### src/rtl/uart_mmio_pkg.sv
// Register map and bit positions for the memory-mapped UART FIFO front-end.
package uart_mmio_pkg;

    localparam logic [3:0] OFF_STATUS = 4'h0;
    localparam logic [3:0] OFF_DATA   = 4'h4;
    localparam logic [3:0] OFF_CTRL   = 4'h8;

    localparam int unsigned ST_TX_NOT_FULL  = 0;
    localparam int unsigned ST_RX_NOT_EMPTY = 1;
    localparam int unsigned ST_TX_EMPTY     = 2;
    localparam int unsigned ST_RX_OVF       = 3;
    localparam int unsigned ST_TX_OVF       = 4;
    localparam int unsigned ST_TX_CNT_LSB   = 8;
    localparam int unsigned ST_RX_CNT_LSB   = 16;
    localparam int unsigned CNT_FIELD_W     = 8;

    localparam int unsigned CTRL_RX_IRQ_EN  = 0;
    localparam int unsigned CTRL_TXE_IRQ_EN = 1;
    localparam int unsigned CTRL_W          = 2;

endpackage

### src/rtl/uart_mmio_fifo_sync_fifo.sv
// Single-clock FIFO; the parent guarantees push only when not full and pop only when not empty.
module sync_fifo #(
    parameter int unsigned WIDTH = 8,
    parameter int unsigned DEPTH = 16
) (
    input  logic                       i_clk,
    input  logic                       i_rst_n,
    input  logic                       push,
    input  logic [WIDTH-1:0]           push_data,
    input  logic                       pop,
    output logic                       full,
    output logic                       empty,
    output logic [$clog2(DEPTH):0]     count,
    output logic [WIDTH-1:0]           head
);

    localparam int unsigned PTR_W = $clog2(DEPTH);
    localparam int unsigned CNT_W = PTR_W + 1;

    logic [WIDTH-1:0] mem [DEPTH];
    logic [PTR_W-1:0] wr_ptr;
    logic [PTR_W-1:0] rd_ptr;
    logic [CNT_W-1:0] cnt_q;

    // Storage is not reset; only pointers and count define contents.
    always_ff @(posedge i_clk) begin
        if (push) begin
            mem[wr_ptr] <= push_data;
        end
    end

    always_ff @(posedge i_clk or negedge i_rst_n) begin
        if (!i_rst_n) begin
            wr_ptr <= '0;
            rd_ptr <= '0;
            cnt_q  <= '0;
        end else begin
            if (push) wr_ptr <= wr_ptr + PTR_W'(1);
            if (pop)  rd_ptr <= rd_ptr + PTR_W'(1);
            case ({push, pop})
                2'b10:   cnt_q <= cnt_q + CNT_W'(1);
                2'b01:   cnt_q <= cnt_q - CNT_W'(1);
                default: cnt_q <= cnt_q;
            endcase
        end
    end

    assign full  = (cnt_q == CNT_W'(DEPTH));
    assign empty = (cnt_q == '0);
    assign count = cnt_q;
    assign head  = mem[rd_ptr];

endmodule

### src/rtl/uart_mmio_fifo.sv
// MMIO UART front-end: TX/RX byte FIFOs behind STATUS/DATA/CTRL registers with registered reads.
// Optional interrupt support (CTRL register, o_irq) is built when UART_MMIO_IRQ_EN is defined.
module uart_mmio_fifo
    import uart_mmio_pkg::*;
#(
    parameter int unsigned XLEN     = 32,
    parameter int unsigned TX_DEPTH = 16,
    parameter int unsigned RX_DEPTH = 16
) (
    input  logic            i_clk,
    input  logic            i_rst_n,
    input  logic            i_sel,
    input  logic [3:0]      i_addr,
    input  logic            i_wr_en,
    input  logic [XLEN-1:0] i_wr_data,
    input  logic            i_rd_en,
    output logic [XLEN-1:0] o_rd_data,
    output logic [7:0]      o_tx_data,
    output logic            o_tx_valid,
    input  logic            i_tx_ready,
    input  logic [7:0]      i_rx_data,
    input  logic            i_rx_valid,
    output logic            o_rx_ready,
    output logic            o_irq
);

    localparam int unsigned TX_CNT_W = $clog2(TX_DEPTH) + 1;
    localparam int unsigned RX_CNT_W = $clog2(RX_DEPTH) + 1;

    logic                tx_full, tx_empty, tx_push, tx_pop;
    logic                rx_full, rx_empty, rx_push, rx_pop;
    logic [TX_CNT_W-1:0] tx_count;
    logic [RX_CNT_W-1:0] rx_count;
    logic [7:0]          tx_head, rx_head;
    logic                wr_status, wr_data, rd_data, rd_req, rx_arrive;
    logic                tx_drop, rx_drop;
    logic                tx_ovf_q, rx_ovf_q;
    logic                rx_ready_q;
    logic [XLEN-1:0]     status, rd_mux;
    logic                unused_wdata;

    assign wr_status = i_sel & i_wr_en & (i_addr == OFF_STATUS);
    assign wr_data   = i_sel & i_wr_en & (i_addr == OFF_DATA);
    assign rd_data   = i_sel & i_rd_en & (i_addr == OFF_DATA);
    assign rd_req    = i_sel & i_rd_en;
    assign rx_arrive = i_rx_valid & rx_ready_q;

    // Full/empty judged on pre-edge state, so a same-cycle pop never rescues a push into a full FIFO.
    assign tx_push = wr_data & ~tx_full;
    assign tx_drop = wr_data & tx_full;
    assign tx_pop  = ~tx_empty & i_tx_ready;
    assign rx_push = rx_arrive & ~rx_full;
    assign rx_drop = rx_arrive & rx_full;
    assign rx_pop  = rd_data & ~rx_empty;

    sync_fifo #(.WIDTH(8), .DEPTH(TX_DEPTH)) u_tx_fifo (
        .i_clk     (i_clk),
        .i_rst_n   (i_rst_n),
        .push      (tx_push),
        .push_data (i_wr_data[7:0]),
        .pop       (tx_pop),
        .full      (tx_full),
        .empty     (tx_empty),
        .count     (tx_count),
        .head      (tx_head)
    );

    sync_fifo #(.WIDTH(8), .DEPTH(RX_DEPTH)) u_rx_fifo (
        .i_clk     (i_clk),
        .i_rst_n   (i_rst_n),
        .push      (rx_push),
        .push_data (i_rx_data),
        .pop       (rx_pop),
        .full      (rx_full),
        .empty     (rx_empty),
        .count     (rx_count),
        .head      (rx_head)
    );

    assign o_tx_valid = ~tx_empty;
    assign o_tx_data  = tx_head;
    assign o_rx_ready = rx_ready_q;

    // Sticky overflow flags: a new drop wins over a coincident write-1-to-clear.
    always_ff @(posedge i_clk or negedge i_rst_n) begin
        if (!i_rst_n) begin
            tx_ovf_q   <= 1'b0;
            rx_ovf_q   <= 1'b0;
            rx_ready_q <= 1'b0;
        end else begin
            tx_ovf_q   <= tx_drop | (tx_ovf_q & ~(wr_status & i_wr_data[ST_TX_OVF]));
            rx_ovf_q   <= rx_drop | (rx_ovf_q & ~(wr_status & i_wr_data[ST_RX_OVF]));
            rx_ready_q <= 1'b1;
        end
    end

    always_comb begin
        status                                 = '0;
        status[ST_TX_NOT_FULL]                 = ~tx_full;
        status[ST_RX_NOT_EMPTY]                = ~rx_empty;
        status[ST_TX_EMPTY]                    = tx_empty;
        status[ST_RX_OVF]                      = rx_ovf_q;
        status[ST_TX_OVF]                      = tx_ovf_q;
        status[ST_TX_CNT_LSB +: CNT_FIELD_W]   = CNT_FIELD_W'(tx_count);
        status[ST_RX_CNT_LSB +: CNT_FIELD_W]   = CNT_FIELD_W'(rx_count);
    end

`ifdef UART_MMIO_IRQ_EN
    logic [CTRL_W-1:0] ctrl_q;
    logic              irq_q;

    always_ff @(posedge i_clk or negedge i_rst_n) begin
        if (!i_rst_n) begin
            ctrl_q <= '0;
            irq_q  <= 1'b0;
        end else begin
            if (i_sel & i_wr_en & (i_addr == OFF_CTRL)) begin
                ctrl_q <= i_wr_data[CTRL_W-1:0];
            end
            irq_q <= (ctrl_q[CTRL_RX_IRQ_EN] & ~rx_empty) | (ctrl_q[CTRL_TXE_IRQ_EN] & tx_empty);
        end
    end

    assign o_irq = irq_q;
`else
    assign o_irq = 1'b0;
`endif

    always_comb begin
        rd_mux = '0;
        case (i_addr)
            OFF_STATUS: rd_mux = status;
            OFF_DATA:   rd_mux = rx_empty ? '0 : XLEN'(rx_head);
`ifdef UART_MMIO_IRQ_EN
            OFF_CTRL:   rd_mux = XLEN'(ctrl_q);
`endif
            default:    rd_mux = '0;
        endcase
    end

    // Read data holds its value unless a selected read is issued.
    always_ff @(posedge i_clk or negedge i_rst_n) begin
        if (!i_rst_n) begin
            o_rd_data <= '0;
        end else if (rd_req) begin
            o_rd_data <= rd_mux;
        end
    end

    assign unused_wdata = ^i_wr_data[XLEN-1:8];

endmodule

### config.mk
export PLATFORM = sky130hd
export DESIGN_NAME = uart_mmio_fifo
export DESIGN_NICKNAME = d
export VERILOG_FILES = /design/src/rtl/uart_mmio_pkg.sv /design/src/rtl/uart_mmio_fifo_sync_fifo.sv /design/src/rtl/uart_mmio_fifo.sv
export SDC_FILE = /design/constraint.sdc
export NUM_CORES = 1
export LEC_CHECK = 0
export ABC_AREA = 1
export ABC_CLOCK_PERIOD_IN_PS = 2600
export CAP_MARGIN = 25
export CORE_MARGIN = 4
export CORE_UTILIZATION = 30
export DETAILED_ROUTE_END_ITERATION = 10
export PLACE_DENSITY = 0.57
export SETUP_SLACK_MARGIN = 0.05
export SYNTH_ARGS = -nofsm -noshare
export SYNTH_HDL_FRONTEND = slang
export SYNTH_SLANG_ARGS = --single-unit
### constraint.sdc
create_clock -name i_clk -period 2.6 [get_ports i_clk]
set_input_delay 0.52 -clock i_clk [delete_from_list [all_inputs] [get_ports i_clk]]
set_output_delay 0.52 -clock i_clk [all_outputs]
set_load 0.1 [all_outputs]
==> results of run 1 <==
## Yosys cell counts (3+ instances only)
master	n	area (um2)
nand2_1	132	495.5
inv_2	4	15.01
xnor2_1	3	26.28
nand3_1	53	265.3
o21ai_1	10	50.05
o21ai_0	137	685.7
nor2_1	203	762.0
edfxtp_1	256	7687
o211ai_1	51	382.9
clkbuf_1	16	60.06
ha_1	17	212.7
buf_2	16	80.08
nand4_1	3	18.77
buf_6	12	135.1
nor2_2	9	56.30
xor2_1	15	131.4
clkinv_1	3	11.26
a21oi_1	13	65.06
dfrtp_1	47	1176
buf_4	20	150.1
a22oi_1	3	22.52
inv_1	58	217.7
a22o_1	4	35.03
## sequential cells by signal, summed over array words and instances (netlist names), 5 cells and up
register	cells
u_tx_fifo.count	5
u_tx_fifo.mem	128
u_rx_fifo.mem	128
u_rx_fifo.count	5
o_rd_data	18
## power groups by stage
| stage | clock network [mW] | logic (mW) | registers, mW |
|---|---|---|---|
| 4_1_cts | 4.82 | 6.06 | 5.91 |
| 2_1_floorplan | 0 | 4.00 | 6.01 |
| 3_3_place_gp | 0 | 5.79 | 6.01 |
| 5_1_grt | 5.02 | 6.89 | 5.97 |
| 6_report | 4.71 | 6.34 | 5.93 |
| 3_5_place_dp | 0 | 5.85 | 6.02 |
## area by class of cell
class,count,share of cell area
clock buffers,47,0.05970
well taps,539,0.04279
multi-input cells,683,0.2215
clock inverters,12,0.009289
inverters,65,0.01596
repair buffers,138,0.08804
flip-flops and latches,303,0.5627
## stage by stage
step | TNS (ns) | instances | total power [mW]
floorplan | -1.521 | 1118 | 10.01
global placement | -10.19 | 1718 | 11.81
detailed placement | -12.16 | 1718 | 11.87
CTS | -0.1267 | 1780 | 16.80
global route | -0.9288 | 1787 | 17.89
finish | -0.08414 | 1787 | 16.97
## how the worst max path moves through the flow
stage	slack, ns	start	endpoint	cells past startpoint
floorplan	-0.56	u_tx_fifo.count[2]	u_tx_fifo.count[4]	14
global placement	-0.25	i_addr[1]	u_tx_fifo.count[4]	15
detailed placement	-0.26	i_addr[0]	u_tx_fifo.count[4]	15
CTS	-0.04	u_tx_fifo.rd_ptr[0]	o_tx_data[5]	9
global route	-0.19	u_tx_fifo.rd_ptr[0]	o_tx_data[6]	9
finish	-0.04	u_tx_fifo.rd_ptr[0]	o_tx_data[6]	9
## cells by family after synthesis
logic type                 Yosys count
AOI/OAI and AO/OA                  226
xor gates and xnor gates            19
DFF                                303
and+or+nand+nor                    405
buffers and inverters              132
adders and majority gates           17
other                                2
## worst max-delay path, delay by kind of cell (launching register included)
family,cells,cell delay [ns]
flip-flops,1,0.46
buffers and inverters,3,0.44
AO/OA/AOI/OAI,3,0.47
AND/OR/NAND/NOR,3,0.24
## cells in the final DEF, fill, tap and decap left out, types with 4 or more instances in the layout
cell / Yosys / routed
nand3_1: 53 / 50
clkbuf_1: 16 / 10
a22o_1: 4 / 4
nor2_1: 203 / 195
inv_2: 4 / 4
o211ai_1: 51 / 51
xor2_1: 15 / 15
clkinv_1: 3 / 5
clkbuf_16: 0 / 39
o21ai_0: 137 / 126
ha_1: 17 / 16
buf_12: 0 / 15
a21oi_1: 13 / 13
dfrtp_1: 47 / 43
nand2_1: 132 / 122
nand2_2: 0 / 10
o21ai_1: 10 / 21
conb_1: 2 / 16
nor2_2: 9 / 13
dfrtp_2: 0 / 4
edfxtp_1: 256 / 256
buf_4: 20 / 88
inv_1: 58 / 57
clkdlybuf4s50_1: 0 / 25
nor2_4: 0 / 4
## layer usage
metal | GRT usage | vias to the layer above | share of wire
met5 | 0 | - | 0.00061
met4 | 0.03049 | 4 | 0.019
met3 | 0.02980 | 46 | 0.064
met2 | 0.2114 | 202 | 0.47
met1 | 0.1776 | 4150 | 0.45
li1 | - | 4072 | -
## repair_timing
item	in CTS	in global routing
hold buffers	1	0
gates cloned	1	5
endpoints found under the hold margin	6	0
pin swaps	10	14
buffers inserted	1	3
resized for setup	20	28
endpoints found under the setup margin	8	10
==> flow_metrics.env, run 1 <==
export IMPL_seqPwrFrac=0.349
export IMPL_maxCapViolCount=0
export IMPL_cts_buffers=34
export IMPL_endpoint_kind="primary output"
export IMPL_max_slew_margin=0.5045
export IMPL_clk_latency_ns=0.51
export IMPL_slew_violations=0
export IMPL_dr_pass1_iters=5
export IMPL_p_switching_mw=6.345
export IMPL_synthSimpleGateAreaFrac=0.1273
export IMPL_worstPathRequired_ns=2.08
export IMPL_fin_skew_ns=0.01151
export IMPL_grt_pass1_vias=8216
export IMPL_crit_arrival_ns=2.12
export IMPL_path_clk_slew_ns=0.06
export IMPL_whs_ns=0.4003
export IMPL_finalHoldViolations=0
export IMPL_multi_input_area_um2=3491
export IMPL_cts_buffer_depth=3
export IMPL_die_h_um=215.3
export IMPL_regArea_um2=8869
export IMPL_ant_nets=0
export IMPL_ys_types=38
export IMPL_netlist_area_um2=12890
export IMPL_core_area_um2=42230
export IMPL_reg2reg_from="u_rx_fifo.count[3]"
export IMPL_p_int_mw=10.62
export IMPL_fmax_mhz=378.5
export IMPL_row_count=75
export IMPL_synth_mux_area_frac=0
export IMPL_design_area_um2=15760
export IMPL_syn_inst=1104
export IMPL_drive_gt1_frac=0.1643
export IMPL_synth_ff_type="edfxtp_1"
export IMPL_overflow=0
export IMPL_status="finished, violations left"
export IMPL_cts_tree="built"
export IMPL_diodes=0
export IMPL_slowest_stage="dfrtp_2"
export IMPL_synth_compound_area_frac=0.1008
export IMPL_vias=8474
export IMPL_placement_io_buffers=54
export IMPL_vias_per_cell=4.742
export IMPL_start_util=0.3052
export IMPL_area_growth_synth_to_final_pct=22.27
export IMPL_async_flop_share=0.1551
export IMPL_cp_start_kind="register"
export IMPL_synth_xor_xnor_area_share=0.01349
export IMPL_worst_path_max_fanout=8
export IMPL_worstPathCellList="inv_8, buf_16, nor2_1, nor2_1, o21ai_0, o21ai_0, o211ai_1, nand2_2, buf_12"
export IMPL_routed_wl_um=31220
export IMPL_r2r_end="u_rx_fifo.count[4]"
export IMPL_min_path_type="in -> async"
export IMPL_swShare=0.3740
export IMPL_ys_ff_latch=303
export IMPL_ff2ff_path_depth=14
export IMPL_worst_slack_ns=-0.04231
export IMPL_hpwlAfterDp_um=18950
export IMPL_synth_top_family_by_area="simple AND/OR/NAND/NOR gates"
export IMPL_failed_checks="negative setup slack"
export IMPL_wire_per_inst_um=17.47
export IMPL_period_share=1.016
export IMPL_die_w_um=215.3
export IMPL_setup_violations=5
export IMPL_final_util=0.3732
export IMPL_crit_path_max_incr_delay_ns=0.46
export IMPL_r2r_setup_slack_ns=0.23
export IMPL_p_leak_nw=5.908
export IMPL_fin_nets=1293
export IMPL_dp_worst_setup_slack_ns=-0.2649
export IMPL_yosys_warnings=0
export IMPL_ctsRootBufferMaster="clkbuf_16"
export IMPL_placed_area_um2=14390
export IMPL_rsz0062_at_grt="true"
export IMPL_yosysSeqAreaShare=0.6876
export IMPL_n_fill_cell=4089
export IMPL_syn_mean_instance_area_um2=11.68
export IMPL_clockPowerShare=0.277
export IMPL_tightest_slew_ns=0.7410
export IMPL_grt_pass1_wl_um=47610
export IMPL_synth_fa_ha_area_frac=0.01650
export IMPL_antenna_found_initial=2
export IMPL_die_area_um2=46350
export IMPL_htreeDepth=2
export IMPL_io_pins=94
export IMPL_synth_edff_count=256
export IMPL_drtIter0Drc=643
export IMPL_grt_max_degree=76
export IMPL_share_comb_of_total_power=0.373
export IMPL_drcViolationCount=0
export IMPL_gp_congestion=0.8102
export IMPL_grt_use_total=0.1299
export IMPL_finalCriticalPeriod_ns=2.642
export IMPL_cts_sinks=303
export IMPL_ir_drop_mv=1.166
export IMPL_p_per_area_nw_per_um2=1077
export IMPL_path_class="reg -> out"
(Power assumes the default switching activity.)
==> run 2, diff against run 1 <==
--- a/config.mk
+++ b/config.mk
@@ -6,13 +6,12 @@
 export NUM_CORES = 1
 export LEC_CHECK = 0
 export ABC_AREA = 1
-export ABC_CLOCK_PERIOD_IN_PS = 2600
 export CAP_MARGIN = 25
 export CORE_MARGIN = 4
 export CORE_UTILIZATION = 30
 export DETAILED_ROUTE_END_ITERATION = 10
-export PLACE_DENSITY = 0.57
 export SETUP_SLACK_MARGIN = 0.05
 export SYNTH_ARGS = -nofsm -noshare
 export SYNTH_HDL_FRONTEND = slang
+export SYNTH_HIERARCHICAL = 1
 export SYNTH_SLANG_ARGS = --single-unit
==> run 2 against run 1 <==
Net effect: the flow still finishes with violations (negative setup slack); first-iteration DRC count is 0.93% lower; clock power fell by 11%; non-clock buffer count grew 4; highest routed layer is now met4; largest power group unchanged; register-to-register slack better by 0.07 ns.
==> flow_metrics.env, run 2 <==
export IMPL_async_flop_share=0.1551
export IMPL_syn_inst=1183
export IMPL_synth_ff_type="edfxtp_1"
export IMPL_p_switching_mw=6.650
export IMPL_r2r_end="u_rx_fifo/count[4]"
export IMPL_slew_violations=0
export IMPL_yosysMostFrequentCell="edfxtp_1"
export IMPL_wire_per_inst_um=16.61
export IMPL_cts_buffers=30
export IMPL_finalCriticalPeriod_ns=2.667
export IMPL_placed_area_um2=14700
export IMPL_start_util=0.3050
export IMPL_path_class="reg -> out"
export IMPL_seqPwrFrac=0.341
export IMPL_setup_violations=8
export IMPL_min_path_type="reg -> reg"
export IMPL_ctsRootBufferMaster="clkbuf_16"
export IMPL_cts_tree="built"
export IMPL_worst_slack_ns=-0.06663
export IMPL_drive_gt1_frac=0.1579
export IMPL_final_common_cell="edfxtp_1"
export IMPL_drcViolationCount=0
export IMPL_ys_types=30
export IMPL_cts_sinks=303
export IMPL_max_slew_margin=0.4909
export IMPL_htreeDepth=1
export IMPL_diodes=0
export IMPL_holdPathStages=2
export IMPL_dr_pass1_iters=5
export IMPL_crit_arrival_ns=2.15
export IMPL_die_w_um=217.7
export IMPL_yosysSeqAreaShare=0.6716
export IMPL_syn_mean_instance_area_um2=11.16
export IMPL_synth_common_cells="edfxtp_1, nor2_1, nand2_1, nand3_1, inv_1"
export IMPL_grt_use_total=0.1257
export IMPL_clockPowerShare=0.243
export IMPL_fmax_mhz=375.0
export IMPL_vias=8695
export IMPL_tightest_slew_ns=0.7612
export IMPL_clk_latency_ns=0.56
export IMPL_yosysTopAreaCellShare=0.5825
export IMPL_cp_start_kind="register"
export IMPL_failed_checks="negative setup slack"
export IMPL_period_share=1.026
export IMPL_p_per_area_nw_per_um2=1071
export IMPL_die_area_um2=47410
export IMPL_endpoint_kind="primary output"
export IMPL_maxCapViolCount=0
export IMPL_overflow=0
export IMPL_p_int_mw=10.54
export IMPL_worstPathRequired_ns=2.08
export IMPL_placement_io_buffers=54
export IMPL_io_pins=94
export IMPL_path_clk_slew_ns=0.06
export IMPL_hpwlAfterDp_um=19260
export IMPL_hp_start="tx_ovf_q"
export IMPL_ff2ff_path_depth=18
export IMPL_yosys_warnings=6
export IMPL_row_count=76
export IMPL_grt_pass1_vias=8506
export IMPL_total_power_mw=17.19
export IMPL_rsz0062_at_grt="true"
export IMPL_core_area_um2=43270
export IMPL_ant_nets=0
export IMPL_share_comb_of_total_power=0.416
export IMPL_antenna_found_initial=0
export IMPL_worst_path_max_fanout=9
export IMPL_fin_nets=1370
export IMPL_r2r_setup_slack_ns=0.30
export IMPL_ys_ff_latch=303
export IMPL_swShare=0.3868
export IMPL_p_leak_nw=6.190
export IMPL_vias_per_cell=4.555
export IMPL_synth_top_area_cell="edfxtp_1"
export IMPL_synthTopCellsByArea="edfxtp_1, dfrtp_1, nor2_1"
export IMPL_final_cell_mix="edfxtp_1, nor2_1, nand2_1"
export IMPL_reg2reg_from="u_rx_fifo/count[0]"
export IMPL_area_growth_synth_to_final_pct=21.65
export IMPL_drtIter0Drc=637
export IMPL_whs_ns=0.4839
export IMPL_grt_pass1_wl_um=47740
export IMPL_routed_wl_um=31710
export IMPL_grt_max_degree=58
export IMPL_finalHoldViolations=0
export IMPL_synth_edff_count=256
export IMPL_gp_congestion=0.7799
export IMPL_ir_drop_mv=1.240
export IMPL_cts_buffer_depth=3
export IMPL_design_area_um2=16060
export IMPL_status="finished, violations left"
export IMPL_fin_skew_ns=0.009927
export IMPL_die_h_um=217.7
export IMPL_netlist_area_um2=13200
export IMPL_worstHoldEndpoint="tx_ovf_q"
export IMPL_reg_largest_list="u_rx_fifo/mem: 128 flops, u_tx_fifo/mem: 128 flops, o_rd_data: 18 flops"
[run 2: per-stage QoR]
stage	setup slack [ns]	TNS, ns	cells	utilization
after floorplan	0.1125	0	1197	-
after global placement	-0.1454	-0.1874	1840	0.3399
after detailed placement	-0.1775	-0.3596	1840	0.3399
after CTS	-0.005166	-0.009856	1897	0.3636
after global routing	-0.1572	-1.104	1909	0.3711
final	-0.06663	-0.4006	1909	0.3711
[run 2: cell families (layout without fill, tap and decap cells)]
| logic type | after synthesis | after routing | share of synthesized area |
|---|---|---|---|
| xor gates and xnor gates | 16 | 16 | 0.01062 |
| and+or+nand+nor | 525 | 525 | 0.1670 |
| adders and majority gates | 18 | 18 | 0.01707 |
| other | 2 | 16 | 0.0005690 |
| AOI/OAI and AO/OA | 153 | 153 | 0.06959 |
| buffers and inverters | 166 | 293 | 0.06352 |
| DFF | 303 | 303 | 0.6716 |
[run 2: critical path, stage by stage (launching register included)]
cell and delay [ns]:
dfrtp_4 0.49, buf_6 0.16, clkbuf_16 0.17, nor2_2 0.11, nor2_1 0.05, o21ai_0 0.10
nand3_1 0.16, nand3_2 0.12, nand2_2 0.07, buf_12 0.16
[run 2: power by group through the flow]
| stage | Combinational, mW | Clock, mW | Sequential, mW |
|---|---|---|---|
| 2_1_floorplan | 4.45 | 0 | 6.00 |
| 3_3_place_gp | 6.29 | 0 | 5.94 |
| 3_5_place_dp | 6.37 | 0 | 5.95 |
| 4_1_cts | 6.54 | 4.27 | 5.87 |
| 5_1_grt | 7.75 | 4.47 | 5.91 |
| 6_report | 7.16 | 4.17 | 5.86 |
[run 2: routing by layer]
layer	vias to the layer above	track usage	wire length (um)
met5	-	0	0
met2	176	0.2103	15490
li1	4257	-	-
met1	4229	0.1759	14400
met3	33	0.02048	1438
met4	0	0.02170	383
[run 2: final cells by class]
| class | instances | area (um2) |
|---|---|---|
| fill | 4215 | 27210 |
| sequential | 303 | 8870 |
| multi-input combinational | 728 | 3649 |
| timing repair buffer | 142 | 1493 |
| clock buffer | 41 | 823.3 |
| tap | 585 | 732.0 |
| inverter | 96 | 376.6 |
| clock inverter | 14 | 112.6 |
[run 2: how the worst max path moves through the flow]
stage | startpoint | endpoint | slack [ns]
3_3_place_gp | i_addr[2] | u_tx_fifo/count[4] | -0.15
6_report | u_tx_fifo/rd_ptr[0] | o_tx_data[2] | -0.07
4_1_cts | u_tx_fifo/rd_ptr[0] | o_tx_data[7] | -0.005
5_1_grt | u_tx_fifo/rd_ptr[0] | o_tx_data[2] | -0.16
3_5_place_dp | i_addr[2] | u_tx_fifo/count[4] | -0.18
2_1_floorplan | o_rx_ready | u_rx_fifo/count[4] | 0.11
[run 2: repair_timing]
| action | CTS | global route |
|---|---|---|
| gates cloned | 0 | 10 |
| endpoints found under the hold margin | 24 | 0 |
| pin swaps | 3 | 15 |
| buffers inserted | 1 | 2 |
| gates resized for setup | 18 | 28 |
| setup endpoints to repair | 8 | 9 |
| hold buffers | 1 | 0 |
==> run 3, diff against run 2 <==
--- a/config.mk
+++ b/config.mk
@@ -11,6 +11,7 @@
 export CORE_UTILIZATION = 30
 export DETAILED_ROUTE_END_ITERATION = 10
 export SETUP_SLACK_MARGIN = 0.05
+export SLEW_MARGIN = 0
 export SYNTH_ARGS = -nofsm -noshare
 export SYNTH_HDL_FRONTEND = slang
 export SYNTH_HIERARCHICAL = 1
==> results of run 3 <==
No change in the layout: final DEF, timing and power equal those of run 2.
